==> src/rtl/ps2_pkg.sv <==
// ps2_pkg
//   Shared types and constants for the PS/2 keyboard front end:
//   - frame_state_t : serial frame receiver states
//   - PS2_EXT/PS2_BRK : set-2 extended and break prefix bytes
//   - SC_*  : set-2 scan codes of the keys the game cares about
//   - KEY_* : HID usage codes driven on the keycode bus
//   - ps2_to_hid() : {ext, scan code} -> HID code, KEY_NONE if unmapped
package ps2_pkg;

    typedef enum logic [1:0] {
        IDLE,
        DATA,
        PARITY,
        STOP
    } frame_state_t;

    localparam logic [7:0] PS2_EXT   = 8'hE0;
    localparam logic [7:0] PS2_BRK   = 8'hF0;

    // Set-2 scan codes (arrow keys arrive behind an E0 prefix)
    localparam logic [7:0] SC_A      = 8'h1C;
    localparam logic [7:0] SC_D      = 8'h23;
    localparam logic [7:0] SC_S      = 8'h1B;
    localparam logic [7:0] SC_W      = 8'h1D;
    localparam logic [7:0] SC_SPACE  = 8'h29;
    localparam logic [7:0] SC_UP     = 8'h75;
    localparam logic [7:0] SC_DOWN   = 8'h72;
    localparam logic [7:0] SC_LEFT   = 8'h6B;
    localparam logic [7:0] SC_RIGHT  = 8'h74;

    // HID usage codes
    localparam logic [7:0] KEY_NONE  = 8'h00;
    localparam logic [7:0] KEY_A     = 8'h04;
    localparam logic [7:0] KEY_D     = 8'h07;
    localparam logic [7:0] KEY_S     = 8'h16;
    localparam logic [7:0] KEY_W     = 8'h1A;
    localparam logic [7:0] KEY_SPACE = 8'h2C;
    localparam logic [7:0] KEY_UP    = 8'h52;
    localparam logic [7:0] KEY_DOWN  = 8'h51;
    localparam logic [7:0] KEY_LEFT  = 8'h50;
    localparam logic [7:0] KEY_RIGHT = 8'h4F;

    // The ext flag is part of the lookup key: 75 alone is keypad-8,
    // which the game does not use, while E0 75 is the up arrow.
    function automatic logic [7:0] ps2_to_hid(input logic ext, input logic [7:0] code);
        logic [7:0] hid;
        case ({ext, code})
            {1'b0, SC_A}:     hid = KEY_A;
            {1'b0, SC_D}:     hid = KEY_D;
            {1'b0, SC_S}:     hid = KEY_S;
            {1'b0, SC_W}:     hid = KEY_W;
            {1'b0, SC_SPACE}: hid = KEY_SPACE;
            {1'b1, SC_UP}:    hid = KEY_UP;
            {1'b1, SC_DOWN}:  hid = KEY_DOWN;
            {1'b1, SC_LEFT}:  hid = KEY_LEFT;
            {1'b1, SC_RIGHT}: hid = KEY_RIGHT;
            default:          hid = KEY_NONE;
        endcase
        return hid;
    endfunction

endpackage

==> src/rtl/ps2_frame_rx.sv <==
// ps2_frame_rx
//   Byte-level PS/2 receiver: 2-FF synchronizers on both pins, a glitch
//   filter on the keyboard clock, the 11-bit frame FSM (start, 8 data LSB
//   first, odd parity, stop) and an inactivity timeout for stalled frames.
// Parameters:
//   FILTER_LEN     - equal synchronized samples before the filtered clock moves
//   TIMEOUT_CYCLES - Clk cycles without a bit strobe mid-frame before abort
// Ports:
//   Clk        in   system clock
//   Reset      in   synchronous, active-low reset
//   PS2_CLK    in   raw keyboard clock (asynchronous)
//   PS2_DATA   in   raw keyboard data (asynchronous)
//   rx_byte    out  last correctly received byte
//   byte_valid out  one-cycle pulse, the cycle after a good stop bit
//   frame_err  out  one-cycle pulse on start/parity/stop error or timeout
module ps2_frame_rx
    import ps2_pkg::*;
#(
    parameter int FILTER_LEN     = 4,
    parameter int TIMEOUT_CYCLES = 50000
) (
    input  logic       Clk,
    input  logic       Reset,
    input  logic       PS2_CLK,
    input  logic       PS2_DATA,
    output logic [7:0] rx_byte,
    output logic       byte_valid,
    output logic       frame_err
);

    localparam int TO_W = $clog2(TIMEOUT_CYCLES + 1);

    // ---------------------------------------------------------------
    // Synchronizers: bit 0 = keyboard clock, bit 1 = keyboard data.
    // Both idle high, so reset to 1 to avoid a false edge at startup.
    // ---------------------------------------------------------------
    logic [1:0] pin_raw;
    logic [1:0] pin_sync;

    assign pin_raw = {PS2_DATA, PS2_CLK};

    generate
        for (genvar gi = 0; gi < 2; gi++) begin : g_sync
            logic meta_reg;
            logic sync_reg;

            always_ff @(posedge Clk) begin
                if (!Reset) begin
                    meta_reg <= 1'b1;
                    sync_reg <= 1'b1;
                end else begin
                    meta_reg <= pin_raw[gi];
                    sync_reg <= meta_reg;
                end
            end

            assign pin_sync[gi] = sync_reg;
        end
    endgenerate

    // ---------------------------------------------------------------
    // Clock filter: the filtered level only follows the synchronized
    // clock once the last FILTER_LEN samples all agree.
    // ---------------------------------------------------------------
    logic [FILTER_LEN-1:0] hist_reg;
    logic                  clk_filt_reg;
    logic                  clk_filt_next;
    logic                  strobe_reg;

    always_comb begin
        clk_filt_next = clk_filt_reg;
        if (&hist_reg) begin
            clk_filt_next = 1'b1;
        end else if (~|hist_reg) begin
            clk_filt_next = 1'b0;
        end
    end

    always_ff @(posedge Clk) begin
        if (!Reset) begin
            hist_reg     <= {FILTER_LEN{1'b1}};
            clk_filt_reg <= 1'b1;
            strobe_reg   <= 1'b0;
        end else begin
            hist_reg     <= {hist_reg[FILTER_LEN-2:0], pin_sync[0]};
            clk_filt_reg <= clk_filt_next;
            // Falling edge of the filtered clock; data is long settled by
            // now since the keyboard holds it across the whole low phase.
            strobe_reg   <= clk_filt_reg & ~clk_filt_next;
        end
    end

    // ---------------------------------------------------------------
    // Frame FSM
    // ---------------------------------------------------------------
    frame_state_t    state_reg, state_next;
    logic [2:0]      bit_cnt_reg, bit_cnt_next;
    logic [7:0]      shift_reg, shift_next;
    logic            parity_reg, parity_next;
    logic [TO_W-1:0] to_cnt_reg, to_cnt_next;
    logic [7:0]      rx_byte_reg, rx_byte_next;
    logic            byte_valid_reg, byte_valid_next;
    logic            frame_err_reg, frame_err_next;
    logic            data_bit;

    assign data_bit = pin_sync[1];

    always_ff @(posedge Clk) begin
        if (!Reset) begin
            state_reg      <= IDLE;
            bit_cnt_reg    <= 3'd0;
            shift_reg      <= 8'h00;
            parity_reg     <= 1'b0;
            to_cnt_reg     <= '0;
            rx_byte_reg    <= 8'h00;
            byte_valid_reg <= 1'b0;
            frame_err_reg  <= 1'b0;
        end else begin
            state_reg      <= state_next;
            bit_cnt_reg    <= bit_cnt_next;
            shift_reg      <= shift_next;
            parity_reg     <= parity_next;
            to_cnt_reg     <= to_cnt_next;
            rx_byte_reg    <= rx_byte_next;
            byte_valid_reg <= byte_valid_next;
            frame_err_reg  <= frame_err_next;
        end
    end

    always_comb begin
        state_next      = state_reg;
        bit_cnt_next    = bit_cnt_reg;
        shift_next      = shift_reg;
        parity_next     = parity_reg;
        to_cnt_next     = to_cnt_reg;
        rx_byte_next    = rx_byte_reg;
        byte_valid_next = 1'b0;
        frame_err_next  = 1'b0;

        case (state_reg)
            IDLE: begin
                to_cnt_next = '0;
                if (strobe_reg) begin
                    if (!data_bit) begin
                        state_next   = DATA;
                        bit_cnt_next = 3'd0;
                    end else begin
                        // A clock pulse without a start bit: out of sync
                        frame_err_next = 1'b1;
                    end
                end
            end
            DATA: begin
                if (strobe_reg) begin
                    shift_next   = {data_bit, shift_reg[7:1]};
                    bit_cnt_next = bit_cnt_reg + 3'd1;
                    if (bit_cnt_reg == 3'd7) begin
                        state_next = PARITY;
                    end
                end
            end
            PARITY: begin
                if (strobe_reg) begin
                    parity_next = data_bit;
                    state_next  = STOP;
                end
            end
            STOP: begin
                if (strobe_reg) begin
                    if (data_bit && (^{shift_reg, parity_reg})) begin
                        rx_byte_next    = shift_reg;
                        byte_valid_next = 1'b1;
                    end else begin
                        frame_err_next = 1'b1;
                    end
                    state_next = IDLE;
                end
            end
            default: begin
                state_next = IDLE;
            end
        endcase

        // Inactivity watchdog; restarts on every bit so only a stalled
        // frame can expire. Never coincides with a strobe.
        if (state_reg != IDLE) begin
            if (strobe_reg) begin
                to_cnt_next = '0;
            end else if (to_cnt_reg == TO_W'(TIMEOUT_CYCLES - 1)) begin
                to_cnt_next    = '0;
                state_next     = IDLE;
                frame_err_next = 1'b1;
            end else begin
                to_cnt_next = to_cnt_reg + 1'b1;
            end
        end
    end

    assign rx_byte    = rx_byte_reg;
    assign byte_valid = byte_valid_reg;
    assign frame_err  = frame_err_reg;

endmodule

==> src/rtl/ps2_keycode_rx.sv <==
// ps2_keycode_rx
//   Keyboard front end feeding the tank/ball motion logic. Receives PS/2
//   set-2 bytes, tracks E0/F0 prefixes and translates movement/fire keys
//   into HID codes on the keycode bus.
// Build option:
//   PS2_KEY_ROLLOVER_EN - when defined, keeps two held keys; releasing the
//                         newest falls back to the older one. Undefined:
//                         single-key behaviour.
// Parameters:
//   FILTER_LEN, TIMEOUT_CYCLES - passed to the frame receiver
// Ports:
//   Clk       in   system clock
//   Reset     in   synchronous, active-low reset
//   PS2_CLK   in   raw keyboard clock (asynchronous)
//   PS2_DATA  in   raw keyboard data (asynchronous)
//   keycode   out  HID code of the currently held mapped key, 0x00 if none
//   key_event out  one-cycle pulse whenever keycode changes
//   frame_err out  one-cycle pulse on a bad or timed-out frame
module ps2_keycode_rx
    import ps2_pkg::*;
#(
    parameter int FILTER_LEN     = 4,
    parameter int TIMEOUT_CYCLES = 50000
) (
    input  logic       Clk,
    input  logic       Reset,
    input  logic       PS2_CLK,
    input  logic       PS2_DATA,
    output logic [7:0] keycode,
    output logic       key_event,
    output logic       frame_err
);

    logic [7:0] rx_byte;
    logic       byte_valid;

    ps2_frame_rx #(
        .FILTER_LEN    (FILTER_LEN),
        .TIMEOUT_CYCLES(TIMEOUT_CYCLES)
    ) u_frame_rx (
        .Clk       (Clk),
        .Reset     (Reset),
        .PS2_CLK   (PS2_CLK),
        .PS2_DATA  (PS2_DATA),
        .rx_byte   (rx_byte),
        .byte_valid(byte_valid),
        .frame_err (frame_err)
    );

    logic       ext_reg, ext_next;
    logic       brk_reg, brk_next;
    logic [7:0] keycode_reg, keycode_next;
    logic       key_event_reg, key_event_next;
    logic [7:0] hid;
`ifdef PS2_KEY_ROLLOVER_EN
    // keycode_reg holds the newest held key, older_reg the one before it
    logic [7:0] older_reg, older_next;
`endif

    always_ff @(posedge Clk) begin
        if (!Reset) begin
            ext_reg       <= 1'b0;
            brk_reg       <= 1'b0;
            keycode_reg   <= KEY_NONE;
            key_event_reg <= 1'b0;
`ifdef PS2_KEY_ROLLOVER_EN
            older_reg     <= KEY_NONE;
`endif
        end else begin
            ext_reg       <= ext_next;
            brk_reg       <= brk_next;
            keycode_reg   <= keycode_next;
            key_event_reg <= key_event_next;
`ifdef PS2_KEY_ROLLOVER_EN
            older_reg     <= older_next;
`endif
        end
    end

    always_comb begin
        ext_next     = ext_reg;
        brk_next     = brk_reg;
        keycode_next = keycode_reg;
`ifdef PS2_KEY_ROLLOVER_EN
        older_next   = older_reg;
`endif
        hid          = ps2_to_hid(ext_reg, rx_byte);

        if (byte_valid) begin
            if (rx_byte == PS2_EXT) begin
                ext_next = 1'b1;
            end else if (rx_byte == PS2_BRK) begin
                brk_next = 1'b1;
            end else begin
                // Any key byte terminates the prefix sequence, mapped or not
                ext_next = 1'b0;
                brk_next = 1'b0;
                if (hid != KEY_NONE) begin
`ifdef PS2_KEY_ROLLOVER_EN
                    if (brk_reg) begin
                        if (hid == keycode_reg) begin
                            keycode_next = older_reg;
                            older_next   = KEY_NONE;
                        end else if (hid == older_reg) begin
                            older_next = KEY_NONE;
                        end
                    end else if (hid != keycode_reg) begin
                        // Newest moves down; whatever was older drops out.
                        // Re-pressing the older key simply swaps the two.
                        older_next   = keycode_reg;
                        keycode_next = hid;
                    end
`else
                    if (brk_reg) begin
                        if (hid == keycode_reg) begin
                            keycode_next = KEY_NONE;
                        end
                    end else begin
                        keycode_next = hid;
                    end
`endif
                end
            end
        end

        // Typematic repeats leave keycode unchanged and so raise no event
        key_event_next = (keycode_next != keycode_reg);
    end

    assign keycode   = keycode_reg;
    assign key_event = key_event_reg;

endmodule

==> config.mk <==
export PLATFORM = sky130hd
export DESIGN_NAME = ps2_keycode_rx
export DESIGN_NICKNAME = d
export VERILOG_FILES = /design/src/rtl/ps2_pkg.sv /design/src/rtl/ps2_frame_rx.sv /design/src/rtl/ps2_keycode_rx.sv
export SDC_FILE = /design/constraint.sdc
export NUM_CORES = 1
export LEC_CHECK = 0
export ABC_AREA = 1
export CORE_MARGIN = 2
export CORE_UTILIZATION = 60
export CTS_CLUSTER_DIAMETER = 120
export DETAILED_ROUTE_END_ITERATION = 6
export PLACE_DENSITY = 0.79
export SYNTH_ARGS = -nofsm -noshare
export SYNTH_HDL_FRONTEND = slang
export SYNTH_HIERARCHICAL = 1
export SYNTH_SLANG_ARGS = --single-unit
==> constraint.sdc <==
create_clock -name Clk -period 2.05 [get_ports Clk]
set_input_delay 0.615 -clock Clk [delete_from_list [all_inputs] [get_ports Clk]]
set_output_delay 0.615 -clock Clk [all_outputs]
set_load 0.05 [all_outputs]
==> metrics.csv, run 1 <==
stage;metric;value;unit
outcome;status;complete, no violations;
floorplan;IO Count;14;
synth;Seq/Total Area, Yosys;0.347;
floorplan;core area;5570;sq um
routing;final WL;8090;microns
finish;Area Overhead vs Synth;16.4;%
cts;clk slew on worst S/H paths;0.07;ns
critical_path;most used cell along the critical path;nand2_4;
finish;Largest register FFs;16;
routing;vias per cell;5.48;
global_routing;initial antenna violation count;0;
critical_path;WP buf/inv;2;
finish;multi-input combinational cell area;2110;sq um
critical_path;Crit path max-delay family;simple AND/OR/NAND/NOR gates;
critical_path;internal reg-to-reg setup slack;0.07;ns
synth;syn nets;531;
placement;input/output buffers;13;
cts;clk sink count;61;
synth;Synth warnings;6;
critical_path;crit path from;u_frame_rx/rx_byte[4];
finish;Ant. Diodes;0;
routing;Detailed Route Iter0 Violations;299;
routing;drt drc;0;
critical_path;Worst EP required;2.28;ns
synth;Gate Count Post-Synth;520;
timing;maximum clock frequency;0.504;GHz
pwr;maximum VDD drop;0.000471;V
pwr;Cell Pwr Density;532;nW/um^2
critical_path;Crit. End Element;flip-flop;
global_routing;vias in the first global route;2953;
routing;drt wl/cell;13.0;microns
synth;#FFs+latches synth;61;
synth;largest family of logic cells by synthesized area;simple AND/OR/NAND/NOR gates;
cts;CTS root buffer;clkbuf_8;
cts;Inserted Clock Buffers;9;
cts;CTS Hold Bufs;0;
synth;mapped cell area;3520;sq um
timing;Slew Limit Fails;0;
routing;antenna-violating nets left;0;
finish;nets;557;
cts;CTS max path bufs;2;
critical_path;worst-path fanout max;6;
pwr;leak pwr;1.81;nW
finish;register area;1250;sq um
cts;H-tree depth;3;
synth;post-synth cell types;43;
finish;share of cells above drive strength 1;0.234;
cts;CTS tree;done;
critical_path;CP peak stage delay;0.37;ns
placement;Placement Cell Area;3680;sq um
floorplan;Die ar.;6490;sq um
synth;post-synthesis adder-cell area fraction;0.0249;
critical_path;slowest CP cell;dfxtp_4;
routing;drt pass-1 iters;5;
cts;clk_lat worst skew;0.34;ns
floorplan;DIE WIDTH;80.6;microns
finish;# fillers;430;
timing;Final Hold Vio Count;0;
timing;final worst path period share;0.967;
job;max_cap viols;0;
timing;Clock Skew;0.00764;ns
synth;post-synthesis simple-gate area fraction;0.414;
floorplan;Die Height;80.6;microns
pwr;Design Power;2.18;mW
critical_path;arrival time worst endpoint;2.21;ns
critical_path;critical path, cell by cell;inv_1 -> nand2_2 -> nor2_4 -> nand3_4 -> nand2_4 -> inv_2 -> nand3_2 -> nand2_4 -> nor2_8 -> o21ai_0 -> nand3_1 -> nand2_1 -> nor2_2 -> a21oi_2;
timing;TNS Setup;0;ns
hold_path;Hold Path Class;reg -> reg;
synth;XOR/XNOR Fraction of Synth Area;0.0149;
global_routing;gr usage total;0.247;
timing;Min Clock Period, post-route;1.98;ns
finish;final core occ;0.734;
floorplan;row cnt;27;
critical_path;Setup CP Type;reg -> reg;
synth;mux contribution to synthesized area;0;
timing;Worst-Margin Slew;0.344;ns
critical_path;crit path launch type;flip-flop;
synth;Avg Inst Size Synth;6.77;sq um
placement;gp weighted congestion;0.948;
synth;complex-gate fraction of the synthesized area;0.0989;
global_routing;first-pass GRT wire length;12800;microns
finish;finished layout cell area;4090;sq um
timing;Worst slew margin;0.769;
timing;# setup viols final;0;
floorplan;Initial Utilization;0.631;
hold_path;hold_sp;u_frame_rx/g_sync[0].sync_reg;
critical_path;R2R Path Start;u_frame_rx/rx_byte[4];
synth;Top FF cell, synth;dfxtp_1;
global_routing;pin count of the biggest net entering global routing;23;
synth;Post-synth EDFFs;0;
routing;Vias;3416;
timing;Fin Hold WS;0.421;ns
synth;FFs w/ async S/R, synth;0;
placement;DP HPWL;5340;microns
global_routing;total grt overflow;0;
==> Yosys cell counts (4+ instances only) <==
library cell    n  area, sq um
nand4_1         8         50.1
xnor2_1         4         35.0
nand2_2         8         50.1
inv_2           8         30.0
nor2_1         66          248
a21oi_1        33          165
inv_1          64          240
buf_4           4         30.0
nor3_1          8         40.0
or2_2           6         37.5
nor2_2          9         56.3
dfxtp_1        61         1220
o21ai_0        16         80.1
ha_1            7         87.6
nand3_1        38          190
nand3_2        12          120
nand2_1       126          473
==> cell type report <==
type,instances,share of cell area
Multi-Input combinational cell,377,0.515
Sequential cell,61,0.305
Inverter,72,0.0678
Timing Repair Buffer,25,0.0477
Clock buffer,10,0.0336
Tap cell,72,0.0220
Clock inverter,6,0.00947
==> metrics by stage <==
stage | worst slack, ns | cells
floorplan | 0.308 | 520
global placement | 0.0331 | 601
detailed placement | -0.00235 | 601
CTS | 0.0820 | 617
global route | -0.0702 | 623
finish | 0.0669 | 623
==> path summary, 6_finish.rpt <==
path,end,cells past startpoint
setup / recovery,key_event,14
setup reg to reg,key_event,14
hold reg to reg,u_frame_rx/hist_reg[0],1
hold / removal,u_frame_rx/hist_reg[0],1
==> power breakdown <==
| part | total [mW] | leakage [nW] | switching, mW | internal, mW |
|---|---|---|---|---|
| logic | 0.0322 | 1.22 | 0.0193 | 0.0129 |
| registers | 1.18 | 0.499 | 0.00211 | 1.18 |
| clock network | 0.963 | 0.0880 | 0.497 | 0.466 |
| total | 2.18 | 1.81 | 0.518 | 1.66 |
==> layer usage <==
metal  vias to the layer above  track usage  share of wire
li1                       1724            -              -
met1                      1570        0.336           0.46
met2                       104        0.385           0.47
met3                        18       0.0562          0.050
met4                         0       0.0847          0.023
met5                         -            0              0
==> repair_timing <==
item	in CTS	in global routing
endpoints found under the setup margin	0	8
setup buffers	0	5
resized for setup	0	60
==> placed cells by master, fill, tap and decap left out, drive strengths merged, types with 7 or more instances in the layout <==
cell    count
buf        22
clkbuf     10
nand2     136
nor2       80
nor3       10
nand3      50
o21ai      18
ha          7
or2         8
inv        72
nand4       9
dfxtp      61
a21oi      34
==> kinds of logic (layout without fill, tap and decap cells) <==
family	Yosys count	after routing
AOI/OAI and AO/OA	63	63
adders and majority gates	7	7
DFF	61	61
and+or+nand+nor	300	301
buffers and inverters	83	113
xor gates and xnor gates	6	6
(Power assumes the default switching activity.)
==> run 2, diff against run 1 <==
Settings changed: CORE_UTILIZATION 60 to 55, PLACE_DENSITY 0.79 to 0.73.
==> run 2 against run 1 <==
Flip-flop and latch count is the same. Final cell count grew 0.32%. Power grew 8.7%. Final area is essentially flat. Largest power group unchanged.
==> metrics.csv, run 2 (synthesized netlist as in run 1, its figures left out) <==
stage;metric;value;unit
floorplan;Die ar.;7050;sq um
global_routing;first-pass GRT wire length;12600;microns
global_routing;vias in the first global route;3037;
pwr;Design Power;2.37;mW
finish;most frequent cells in the layout;nand2_1 (116), inv_1 (61), nor2_1 (60);
cts;clk slew on worst S/H paths;0.07;ns
finish;share of cells above drive strength 1;0.234;
job;max_cap viols;0;
global_routing;initial antenna violation count;0;
cts;clk_lat worst skew;0.33;ns
critical_path;Crit. End Element;flip-flop;
critical_path;path depth of the worst reg2reg path;15;
hold_path;Hold Path Class;reg -> reg;
finish;Area Overhead vs Synth;16.3;%
global_routing;total grt overflow;0;
cts;CTS tree;done;
timing;Clock Skew;0.00613;ns
routing;Vias;3245;
timing;Min Clock Period, post-route;1.96;ns
placement;gp weighted congestion;0.886;
placement;Placement Cell Area;3690;sq um
routing;drt pass-1 iters;4;
cts;Inserted Clock Buffers;9;
routing;drt wl/cell;11.9;microns
pwr;Seq pwr share;0.501;
critical_path;crit path launch type;flip-flop;
cts;CTS Hold Bufs;0;
floorplan;IO Count;14;
pwr;Cell Pwr Density;579;nW/um^2
pwr;Gate power share;0.013;
critical_path;worst-path fanout max;8;
pwr;maximum VDD drop;0.000536;V
routing;drt drc;0;
critical_path;end of the worst register-to-register path;key_event;
critical_path;arrival time worst endpoint;2.24;ns
pwr;P_sw;0.494;mW
critical_path;crit path from;u_frame_rx/rx_byte[7];
cts;H-tree depth;3;
floorplan;DIE WIDTH;84.0;microns
cts;CTS root buffer;clkbuf_8;
floorplan;core area;6280;sq um
routing;antenna-violating nets left;0;
pwr;leak pwr;1.80;nW
finish;# fillers;578;
global_routing;pin count of the biggest net entering global routing;23;
pwr;switch share;0.208;
cts;clk sink count;61;
critical_path;Setup CP Type;reg -> reg;
timing;Fin Hold WS;0.416;ns
placement;input/output buffers;13;
floorplan;Die Height;84.0;microns
finish;commonest non-fill, non-tap cell in the layout;nand2_1;
timing;Worst-Margin Slew;0.365;ns
global_routing;gr usage total;0.215;
timing;Final Worst Setup Slack;0.0898;ns
critical_path;Worst EP required;2.33;ns
timing;Slew Limit Fails;0;
finish;finished layout cell area;4090;sq um
routing;vias per cell;5.19;
critical_path;R2R Path Start;u_frame_rx/rx_byte[7];
floorplan;row cnt;29;
timing;Worst slew margin;0.755;
critical_path;internal reg-to-reg setup slack;0.09;ns
timing;Final Hold Vio Count;0;
floorplan;Initial Utilization;0.560;
finish;Ant. Diodes;0;
timing;# setup viols final;0;
finish;nets;554;
routing;final WL;7410;microns
finish;register area;1240;sq um
critical_path;Worst Setup EP;key_event;
timing;final worst path period share;0.956;
routing;Detailed Route Iter0 Violations;118;
cts;CTS max path bufs;2;
finish;multi-input combinational cell area;2090;sq um
placement;DP HPWL;5320;microns
timing;maximum clock frequency;0.510;GHz
placement;dpl ws;-0.0114;ns
finish;Largest register FFs;16;
placement;DP Cell Count;606;
pwr;Internal Dissipation;1.88;mW
outcome;status;complete, no violations;
finish;Finished Layout Cells;625;
pwr;clock share of power;0.485;
## run 2: critical path: stages (launching register included)
cell	delay (ns)
dfxtp_2	0.34
inv_2	0.09
nand2_4	0.08
nor2_4	0.20
nand3_4	0.12
nand2_2	0.09
nor2_1	0.06
nand3_1	0.10
nand3_2	0.11
nor2_4	0.14
nand3_2	0.11
nand2_4	0.14
nand3_1	0.09
nand2_1	0.08
nor2_1	0.05
a21oi_2	0.11
## run 2: repair_timing
item | 4_1_cts | 5_1_grt
gates resized for setup | 0 | 54
endpoints found under the setup margin | 0 | 8
setup buffers | 0 | 3
## run 2: cell type report
class | count | share of cell area
multi-input combinational | 376 | 0.510
sequential | 61 | 0.303
inverter | 72 | 0.0673
timing repair buffer | 23 | 0.0440
clock buffer | 9 | 0.0303
tap | 77 | 0.0235
clock inverter | 7 | 0.0220
## run 2: power groups by stage
stage | clock (mW) | sequential, mW | combinational [mW]
6_report | 1.15 | 1.19 | 0.0319
5_1_grt | 1.23 | 1.19 | 0.0362
4_1_cts | 1.17 | 1.19 | 0.0324
3_5_place_dp | 0 | 1.22 | 0.0323
3_3_place_gp | 0 | 1.22 | 0.0319
2_1_floorplan | 0 | 1.22 | 0.0208
## run 2: how the worst min path moves through the flow
stage,startpoint,end,slack (ns),cells past startpoint
6_report,u_frame_rx/g_sync[1].meta_reg,u_frame_rx/data_bit,0.42,1
5_1_grt,u_frame_rx/g_sync[1].meta_reg,u_frame_rx/data_bit,0.42,1
4_1_cts,u_frame_rx/g_sync[1].meta_reg,u_frame_rx/data_bit,0.42,1
3_5_place_dp,u_frame_rx/g_sync[1].meta_reg,u_frame_rx/data_bit,0.40,1
3_3_place_gp,u_frame_rx/g_sync[0].sync_reg,u_frame_rx/hist_reg[0],0.40,1
2_1_floorplan,u_frame_rx/g_sync[1].meta_reg,u_frame_rx/data_bit,0.39,1
## run 2: per-stage QoR
stage	utilization	TNS, ns
2_1_floorplan	-	0
3_3_place_gp	0.588	0
3_5_place_dp	0.588	-0.0256
4_1_cts	0.622	0
5_1_grt	0.652	-0.152
6_report	0.652	0
## run 2: layer usage
layer,share of wire,vias up,global-route usage
met3,0.033,15,0.0475
li1,-,1710,-
met5,0,-,0
met4,0.023,0,0.103
met2,0.48,54,0.361
met1,0.46,1466,0.262
